--- src/rtl/bip_debug_controller.sv ---
// Host command sequencer for the BIP core: gates the CPU clock enable for RUN/STEP,
// pulses a soft reset on CLR, and streams a 6-byte PC/ACC/CNT report over the UART.
module bip_debug_controller #(
    parameter int PC_W   = 11,
    parameter int DATA_W = 16,
    parameter int CNT_W  = 16
) (
    input  logic              clk,
    input  logic              reset,
    input  logic              rx_done,
    input  logic [7:0]        rx_data,
    output logic              tx_start,
    output logic [7:0]        tx_data,
    input  logic              tx_done,
    input  logic              cpu_halt,
    input  logic [PC_W-1:0]   cpu_pc,
    input  logic [DATA_W-1:0] cpu_acc,
    output logic              cpu_enable,
    output logic              cpu_rst,
    output logic              busy
);

    localparam logic [7:0] CMD_RUN  = 8'h01;
    localparam logic [7:0] CMD_STEP = 8'h02;
    localparam logic [7:0] CMD_CLR  = 8'h03;
    localparam logic [2:0] LAST_IDX = 3'd5;

    typedef enum logic [2:0] {
        S_IDLE,
        S_RUN,
        S_STEP,
        S_CLR,
        S_SNAP,
        S_SEND,
        S_WAIT_TX
    } state_t;

    state_t             r_state;
    state_t             w_next;
    logic               r_halted;
    logic [CNT_W-1:0]   r_cnt;
    logic [2:0]         r_idx;
    logic [15:0]        r_rep_pc;
    logic [15:0]        r_rep_acc;
    logic [15:0]        r_rep_cnt;
    logic               w_enable;

    assign w_enable   = ((r_state == S_RUN) || (r_state == S_STEP)) && !cpu_halt && !r_halted;
    assign cpu_enable = w_enable;
    assign cpu_rst    = (r_state == S_CLR);
    assign tx_start   = (r_state == S_SEND);
    assign busy       = (r_state != S_IDLE);

    // Report bytes go out most-significant first: PC, ACC, CNT.
    always_comb begin
        case (r_idx)
            3'd0:    tx_data = r_rep_pc[15:8];
            3'd1:    tx_data = r_rep_pc[7:0];
            3'd2:    tx_data = r_rep_acc[15:8];
            3'd3:    tx_data = r_rep_acc[7:0];
            3'd4:    tx_data = r_rep_cnt[15:8];
            default: tx_data = r_rep_cnt[7:0];
        endcase
    end

    always_comb begin
        // NOTE: default first so every path assigns w_next and no latch is inferred.
        w_next = r_state;
        case (r_state)
            S_IDLE: begin
                if (rx_done) begin
                    case (rx_data)
                        CMD_RUN:  w_next = r_halted ? S_SNAP : S_RUN;
                        CMD_STEP: w_next = r_halted ? S_SNAP : S_STEP;
                        CMD_CLR:  w_next = S_CLR;
                        default:  w_next = S_IDLE;
                    endcase
                end
            end
            S_RUN:     if (cpu_halt) w_next = S_SNAP;
            S_STEP:    w_next = S_SNAP;
            S_CLR:     w_next = S_SNAP;
            S_SNAP:    w_next = S_SEND;
            S_SEND:    w_next = S_WAIT_TX;
            S_WAIT_TX: if (tx_done) w_next = (r_idx == LAST_IDX) ? S_IDLE : S_SEND;
            default:   w_next = S_IDLE;
        endcase
    end

    always_ff @(posedge clk or negedge reset) begin
        if (!reset) begin
            r_state   <= S_IDLE;
            r_halted  <= 1'b0;
            r_cnt     <= '0;
            r_idx     <= '0;
            // NOTE: the report registers feed tx_data directly, so they are reset to give tx_data=0.
            r_rep_pc  <= '0;
            r_rep_acc <= '0;
            r_rep_cnt <= '0;
        end else begin
            // NOTE: non-blocking assignments keep every register update on the same clock edge.
            r_state <= w_next;
            case (r_state)
                S_RUN, S_STEP: begin
                    if (w_enable && (r_cnt != '1)) r_cnt <= r_cnt + 1'b1;
                    if (cpu_halt) r_halted <= 1'b1;
                end
                S_CLR: begin
                    r_cnt    <= '0;
                    r_halted <= 1'b0;
                end
                S_SNAP: begin
                    r_rep_pc  <= 16'(cpu_pc);
                    r_rep_acc <= 16'(cpu_acc);
                    r_rep_cnt <= 16'(r_cnt);
                    r_idx     <= '0;
                end
                S_WAIT_TX: begin
                    if (tx_done && (r_idx != LAST_IDX)) r_idx <= r_idx + 1'b1;
                end
                default: ;
            endcase
        end
    end

endmodule
--- config.mk ---
export PLATFORM = sky130hd
export DESIGN_NAME = bip_debug_controller
export DESIGN_NICKNAME = d
export VERILOG_FILES = /design/src/rtl/bip_debug_controller.sv
export SDC_FILE = /design/constraint.sdc
export NUM_CORES = 1
export LEC_CHECK = 0
export BUFFER_PORTS_ARGS = -buffer_cell sky130_fd_sc_hd__buf_2
export CAP_MARGIN = 10
export CORE_MARGIN = 2
export CORE_UTILIZATION = 50
export DETAILED_ROUTE_END_ITERATION = 12
export PLACE_DENSITY_LB_ADDON = 0.08
export SYNTH_ARGS = -nofsm -noshare
export SYNTH_HDL_FRONTEND = slang
export SYNTH_SLANG_ARGS = --single-unit
--- constraint.sdc ---
create_clock -name clk -period 3 [get_ports clk]
set_input_delay 0.3 -clock clk [delete_from_list [all_inputs] [get_ports clk]]
set_output_delay 0.3 -clock clk [all_outputs]
set_load 0.01 [all_outputs]
### Word level (Yosys, flattened, before mapping)

Cells that the tools add are included.

| word-level totals | value |
|---|---|
| register bits | 66 |
| word-level logic and storage cells | 64 |
| output and inout port bits | 12 |

| cells by class | value |
|---|---|
| reduce and logical (&&, ||, !) cells | 18 |
| multiplexer cells | 15 |
| $add $sub $neg | 2 |
| equality and inequality tests | 22 |

Operator list:

| kind | number |
|---|---|
| $pmux 8 s5 | 1 |
| $pmux 16 s2 | 1 |
| $mux 3 | 7 |
| $pmux 3 s6 | 1 |
| $add 16x1->16 const B | 1 |
| $eq 8x2->1 const B | 2 |
| $mux 16 | 1 |
| $ne 16x16->1 const B | 1 |
| $eq 3x3->1 const B | 5 |
| $eq 3x2->1 const B | 4 |
| $ne 2x2->1 const B | 6 |
| $pmux 3 s3 | 1 |
| $eq 8x1->1 const B | 1 |
| $eq 3x1->1 const B | 2 |
| $logic_not 3->1 | 2 |
| $pmux 3 s2 | 1 |
| $reduce_and 2->1 | 3 |
| $logic_and 1x1->1 | 4 |
| $reduce_bool 2->1 | 2 |
| $reduce_or 2->1 | 2 |
| $add 3x1->3 const B | 1 |
| $ne 3x3->1 const B | 1 |
| $reduce_and 3->1 | 1 |
| $reduce_bool 3->1 | 1 |
| other kinds (4) | 5 |

### Logic depth before layout (Yosys ltp)

Gate-level depths: netlist of the first run.

| depth | value |
|---|---|
| word-level depth | 7 |
| mapped depth | 10 |

### Worst setup path after synthesis of the first run

OpenSTA, ideal clock, no wires.

| timing | value |
|---|---|
| path type | register -> output |
| start | register r_idx[2] |
| end | output tx_data[6] |
| stages on the path, launching flop included | 11 |
| arrival | 2.056 ns |
| path slack | 0.644 ns |
| buffers on the path | 4 |
| path through | dfrtp_1 clkbuf_1 clkbuf_1 inv_1 ha_1 clkbuf_1 nor2_1 o21ai_1 clkbuf_1 nor2_1 a21oi_1 |

| on the way | value |
|---|---|
| longest elaborated chain between the ends | 2 |

RTL lines:

| item | line | RTL |
|---|---|---|
| from (decl) | 42 | `logic [2:0] r_idx;` |
| from (signal assigned) | 119 | `if (tx_done && (r_idx != LAST_IDX)) r_idx <= r_idx + 1'b1;` |
| $eq 3x3->1 (tied with other cells) | 56 | `case (r_idx)` |
| $pmux 8 s5 * | 56 |  |
| to (decl) | 13 | `output logic [7:0] tx_data,` |

Every way passes the cells marked *; elsewhere a longest branch is shown, timed or not.

### Worst setup path after layout of the first run

| timing | value |
|---|---|
| start | register r_idx[0] |
| end | output tx_data[3] |

The elaborated chain is that of the path after synthesis.

==> impl_metrics.env, run 1 <==
export IMPL_status="finished, final reports clean"
export IMPL_cts_root_buf="clkbuf_8"
export IMPL_drt_total_wl_um=7150
export IMPL_fmax_ghz=0.394
export IMPL_cts_clk_slew_worst_paths_ns=0.07
export IMPL_utilization_pct=61.3
export IMPL_r2r_start="r_cnt[0]$_DFFE_PN0P_"
export IMPL_grt_pass1_vias=2455
export IMPL_crit_chain="inv_1 -> ha_1 -> nor2_1 -> o21ai_1 -> buf_4 -> nor2_1 -> a21oi_1 -> buf_2"
export IMPL_htreeDepth=3
export IMPL_antenna_found_initial=0
export IMPL_cts_setup_buffers=0
export IMPL_grtUsageTotal_pct=21.3
export IMPL_drtPass1Iterations=4
export IMPL_clk_latency_ns=0.34
export IMPL_cts_tree="done"
export IMPL_drc=0
export IMPL_avgSynthCellArea_um2=11.1
export IMPL_ir_drop_v=0.000689
export IMPL_fin_area_um2=3940
export IMPL_reg2reg_depth=5
export IMPL_cts_resized=0
export IMPL_syn_nets=349
export IMPL_final_fill_count=542
export IMPL_crit_path_max_fanout=10
export IMPL_worst_pin_slew_ns=0.810
export IMPL_wl_per_cell_um=16.3
export IMPL_fin_skew_ns=0.00738
export IMPL_leakagePower_nw=1.74
export IMPL_ys_ff_latch=66
export IMPL_reg2reg_slack_ns=0.76
export IMPL_p_seq_share_pct=41.6
export IMPL_hp_class="in -> reg"
export IMPL_synthFlopType="dfrtp_1"
export IMPL_final_nets=403
export IMPL_slew_viol_final=0
export IMPL_fin_tns_setup_ns=0
export IMPL_yosys_warnings=0
export IMPL_io_pins=52
export IMPL_vias=2595
export IMPL_die_w_um=86.0
export IMPL_period_needed_ns=2.54
export IMPL_syn2layout_area_growth_pct=17.1
export IMPL_cts_buffers=9
export IMPL_combPwrFrac_pct=38.2
export IMPL_synth_common_cells="dfrtp_1 (66), mux2_2 (44), nand2_1 (17)"
export IMPL_pre_cts_slack_ns=0.777
export IMPL_holdBufCountCts=1
export IMPL_drtAntennaViolNets=0
export IMPL_synth_seq_area_share_pct=49.1
export IMPL_max_stage_delay_ns=0.41
export IMPL_holdPathEnd="r_rep_pc[1]$_DFFE_PN0P_"
export IMPL_synth_cell_types=55
export IMPL_grt_pass1_wl_um=12200
export IMPL_rows=29
export IMPL_p_clk_share_pct=20.3
export IMPL_p_per_area_nw_per_um2=1020
export IMPL_synth_top_area_share_pct=49.1
export IMPL_synth_async_reset_ratio_pct=100
export IMPL_fp_dieH_um=86.0
export IMPL_crit_family="buffers and inverters"
export IMPL_cap_violations=0
export IMPL_synth_area_leaders="dfrtp_1 (49%), mux2_2 (15%), a21oi_1 (2.4%)"
export IMPL_synthCells=303
export IMPL_p_int_mw=2.58
export IMPL_grt_max_degree=42
export IMPL_end_kind="output port"
export IMPL_worst_path_max_delay_cell="dfrtp_1"
export IMPL_grt_overflow_total=0
export IMPL_hp_start="cpu_pc[1]"
export IMPL_whs_path_depth=2
export IMPL_worstPathArrival_ns=2.24
export IMPL_cts_sinks=66
export IMPL_fp_dieArea_um2=7390
export IMPL_finalHoldViolations=0
export IMPL_power_mw=4.02
export IMPL_rsz0062_at_grt="false"
export IMPL_worst_slack_ns=0.464
export IMPL_routabilityCongestion=0.829
export IMPL_yosys_area_top_type="dfrtp_1"
export IMPL_drive_above_1_share_pct=34.5
export IMPL_p_sw_mw=1.44
export IMPL_p_sw_share_pct=35.9
export IMPL_worst_endpoint_required_ns=2.70
export IMPL_core_area_um2=6420
export IMPL_synth_edf_count=0
export IMPL_syn_area_um2=3360
export IMPL_dp_hpwl_um=5230
export IMPL_vias_per_cell=5.91
export IMPL_first_iter_violations=127
export IMPL_dpl_cell_area_um2=3710
export IMPL_critPathBufInv=3
export IMPL_cp_start_kind="register"
export IMPL_critPathKind="reg -> out"
export IMPL_diodes=0
export IMPL_cp_common_cell="nor2_1"
export IMPL_numPortBuffers=51
export IMPL_relSlewSlack_pct=45.6
export IMPL_timing_final_crit_share_pct=84.5
export IMPL_cts_path_max_buffers=2
export IMPL_initial_core_util_pct=52.3
export IMPL_synth_most_common_cell="dfrtp_1"
export IMPL_setup_viol=0
export IMPL_rr_endpoint="r_cnt[14]$_DFFE_PN0P_"
-- layout by cell type (no fill, tap or decap), drive strengths merged, types with 3 or more instances in the layout --
cell,count
a211oi,4
a21oi,16
a22oi,8
a31oi,4
a32oi,5
buf,59
clkbuf,9
clkinv,4
dfrtp,66
ha,6
inv,8
mux2,44
mux2i,6
nand2,17
nand2b,4
nand3,11
nand4,6
nor2,12
nor4,4
o2111ai,3
o21a,4
o21ai,10
o31ai,5
or3,4
or4,5
-- registers in the layout, indices dropped and copies added, names as in the netlist --
register	flops
r_idx	3
r_cnt	16
r_state	3
r_halted	1
r_rep_acc	16
r_rep_cnt	16
r_rep_pc	11
-- final cells by class --
cell class,count,area [µm²],share of cell area (%)
Clock inverter,7,93.8,2.38
Timing Repair Buffer,60,325,8.27
Multi-Input combinational cell,211,1610,40.9
Tap cell,77,96.3,2.45
Inverter,9,33.8,0.859
Sequential cell,66,1650,42.0
Clock buffer,9,124,3.15
-- stage by stage --
step                cells  hold WS (ns)
floorplan             303       0.00441
global placement      422         0.241
detailed placement    422         0.242
CTS                   439         0.173
global route          439         0.165
finish                439         0.185
-- cell families (layout without fill, tap and decap cells) --
| kind of cell | after synthesis | count (layout) | synth area share, % |
|---|---|---|---|
| XOR/XNOR | 2 | 2 | 0.521 |
| buffers and inverters | 26 | 85 | 3.16 |
| AND/OR/NAND/NOR | 77 | 77 | 12.8 |
| adder cells (fa/ha/maj) | 6 | 6 | 2.23 |
| AO/OA/AOI/OAI | 76 | 76 | 15.6 |
| flip-flops | 66 | 66 | 49.1 |
| multiplexers | 50 | 50 | 16.5 |
-- how the worst max path moves through the flow --
stage,from,to,cells after the start
floorplan,r_idx[2]$_DFFE_PN0P_,tx_data[6],10
global placement,r_state[1]$_DFFE_PN0P_,r_cnt[7]$_DFFE_PN0P_,4
detailed placement,r_idx[0]$_DFFE_PN0P_,tx_data[3],8
CTS,r_idx[0]$_DFFE_PN0P_,tx_data[3],8
global route,r_idx[0]$_DFFE_PN0P_,tx_data[3],8
finish,r_idx[0]$_DFFE_PN0P_,tx_data[3],8
-- power groups by stage --
stage | Clock (mW) | Combinational, mW | Sequential, mW
5_1_grt | 0.874 | 1.72 | 1.74
3_3_place_gp | 0 | 1.52 | 1.68
2_1_floorplan | 0 | 1.24 | 1.51
4_1_cts | 0.828 | 1.55 | 1.67
3_5_place_dp | 0 | 1.54 | 1.69
6_report | 0.815 | 1.53 | 1.67
-- per-layer routing --
layer  share of wire, %  global-route usage (%)  vias to the layer above
li1                   -                       -                     1260
met1                 48                    30.8                     1253
met2                 45                    30.7                       72
met3                5.4                    6.26                       10
met4                1.6                    6.78                        0
met5                  0                       0                        -
-- worst reg2reg max path: stages, from the launching register on --
cell     delay (ns)
dfrtp_1        0.44
ha_1           0.30
nand4_1        0.26
or3_2          0.50
or4_1          0.51
a21oi_1        0.15
Power figures use the tool's default switching activity.
==> run 2, diff against run 1 <==
Clock period 3 ns to 2.7 ns, I/O delays scaled along.
==> impl_metrics.env, run 2 (same netlist as run 1, synthesis figures left out) <==
export IMPL_vias_per_cell=5.94
export IMPL_cts_root_buf="clkbuf_8"
export IMPL_cts_clk_slew_worst_paths_ns=0.08
export IMPL_grt_pass1_wl_um=12200
export IMPL_status="finished, final reports clean"
export IMPL_io_pins=52
export IMPL_largest_registers="r_cnt x16, r_rep_acc x16, r_rep_cnt x16"
export IMPL_crit_family="buffers and inverters"
export IMPL_cts_tree="done"
export IMPL_cap_violations=0
export IMPL_drtAntennaViolNets=0
export IMPL_leakagePower_nw=1.78
export IMPL_grtUsageTotal_pct=21.2
export IMPL_cp_start_kind="register"
export IMPL_final_nets=405
export IMPL_rsz0062_at_grt="false"
export IMPL_worst_pin_slew_ns=0.674
export IMPL_dp_hpwl_um=5360
export IMPL_vias=2619
export IMPL_dp_cells=424
export IMPL_layout_commonest_cell="dfrtp_1"
export IMPL_worstPathArrival_ns=2.14
export IMPL_numPortBuffers=51
export IMPL_crit_chain="inv_1 -> ha_1 -> nor2_1 -> o21ai_2 -> buf_4 -> nor2_1 -> a21oi_1 -> buf_2"
export IMPL_grt_max_degree=44
export IMPL_layout_common_cells="dfrtp_1 (66), buf_2 (51), mux2_2 (44), nand2_1 (17), a21oi_1 (16)"
export IMPL_timing_final_crit_share_pct=89.2
export IMPL_drive_above_1_share_pct=34.9
export IMPL_critPathKind="reg -> out"
export IMPL_worst_path_max_delay_cell="dfrtp_1"
export IMPL_finalNonFillerCells=441
export IMPL_finalHoldViolations=0
export IMPL_diodes=0
export IMPL_crit_path_max_fanout=11
export IMPL_cts_path_max_buffers=2
export IMPL_worst_endpoint_required_ns=2.43
export IMPL_wl_per_cell_um=16.7
export IMPL_syn2layout_area_growth_pct=19.1
export IMPL_setup_viol=0
export IMPL_grt_pass1_vias=2504
export IMPL_cp_common_cell="nor2_1"
export IMPL_cts_setup_buffers=0
export IMPL_hp_class="in -> reg"
export IMPL_power_mw=4.70
export IMPL_fmax_ghz=0.415
export IMPL_clk_latency_ns=0.34
export IMPL_rows=29
export IMPL_fin_skew_ns=0.0115
export IMPL_die_w_um=86.0
export IMPL_slew_viol_final=0
export IMPL_fp_dieArea_um2=7390
export IMPL_first_iter_violations=131
export IMPL_drc=0
export IMPL_fp_dieH_um=86.0
export IMPL_grt_overflow_total=0
export IMPL_max_stage_delay_ns=0.42
export IMPL_ir_drop_v=0.00114
export IMPL_utilization_pct=62.3
export IMPL_drtPass1Iterations=4
export IMPL_core_area_um2=6420
export IMPL_relSlewSlack_pct=55.1
export IMPL_initial_core_util_pct=52.3
export IMPL_period_needed_ns=2.41
export IMPL_htreeDepth=3
export IMPL_drt_total_wl_um=7370
export IMPL_p_per_area_nw_per_um2=1170
export IMPL_cts_buffers=9
export IMPL_fin_tns_setup_ns=0
export IMPL_antenna_found_initial=0
export IMPL_critPathBufInv=3
export IMPL_cts_sinks=66
export IMPL_end_kind="output port"
export IMPL_routabilityCongestion=0.808
-- run 2: worst paths after layout --
kind | start | end | slack [ns] | cells past startpoint
max reg2reg | r_cnt[0]$_DFFE_PN0P_ | r_cnt[14]$_DFFE_PN0P_ | 0.48 | 5
min reg2reg | r_rep_cnt[11]$_DFFE_PN0P_ | r_rep_cnt[11]$_DFFE_PN0P_ | 0.51 | 1
min in group asynchronous | reset | r_cnt[4]$_DFFE_PN0P_ | 0.50 | 2
min | cpu_pc[4] | r_rep_pc[4]$_DFFE_PN0P_ | 0.15 | 2
max | r_idx[0]$_DFFE_PN0P_ | tx_data[3] | 0.29 | 8
max in group asynchronous | reset | r_state[2]$_DFFE_PN0P_ | 1.42 | 3
-- run 2: per-stage QoR --
stage          cell area (µm²)  hold WS (ns)  worst slack, ns
2_1_floorplan             3360       -0.0256            0.374
3_3_place_gp              3720         0.339            0.564
3_5_place_dp              3720         0.349            0.517
4_1_cts                   4000         0.143            0.212
5_1_grt                   4000         0.137            0.120
6_report                  4000         0.151            0.292
-- run 2: report_power, final --
part | total (mW) | internal (mW) | switching [mW]
Combinational | 1.77 | 0.927 | 0.842
Sequential | 1.82 | 1.44 | 0.385
Clock | 1.11 | 0.712 | 0.395
Total | 4.70 | 3.08 | 1.62
-- run 2: layer usage --
| metal | GRT usage, % | vias up | wire (µm) |
|---|---|---|---|
| met1 | 29.3 | 1291 | 3470 |
| met4 | 6.64 | 0 | 68 |
| met2 | 33.8 | 55 | 3560 |
| met3 | 4.33 | 7 | 268 |
| met5 | 0 | - | 0 |
| li1 | - | 1266 | - |
-- run 2: final cells by class --
class | count | area [µm²]
timing repair buffer | 62 | 340
clock buffer | 10 | 128
fill | 560 | 2420
sequential | 66 | 1650
inverter | 9 | 33.8
clock inverter | 6 | 138
multi-input combinational | 211 | 1610
tap | 77 | 96.3
-- run 2: worst reg2reg max path, delay by kind of cell, from the launching register on --
kind,cells,cell delay (ns)
compound gates,1,0.15
simple gates,3,1.27
flops,1,0.44
fa+ha+maj,1,0.28
-- run 2: repair_timing --
item                                    in CTS  in global routing
hold buffers                                 1                  0
endpoints found under the setup margin       0                  1
gates resized for setup                      0                  1
hold endpoints to repair                    27                  0
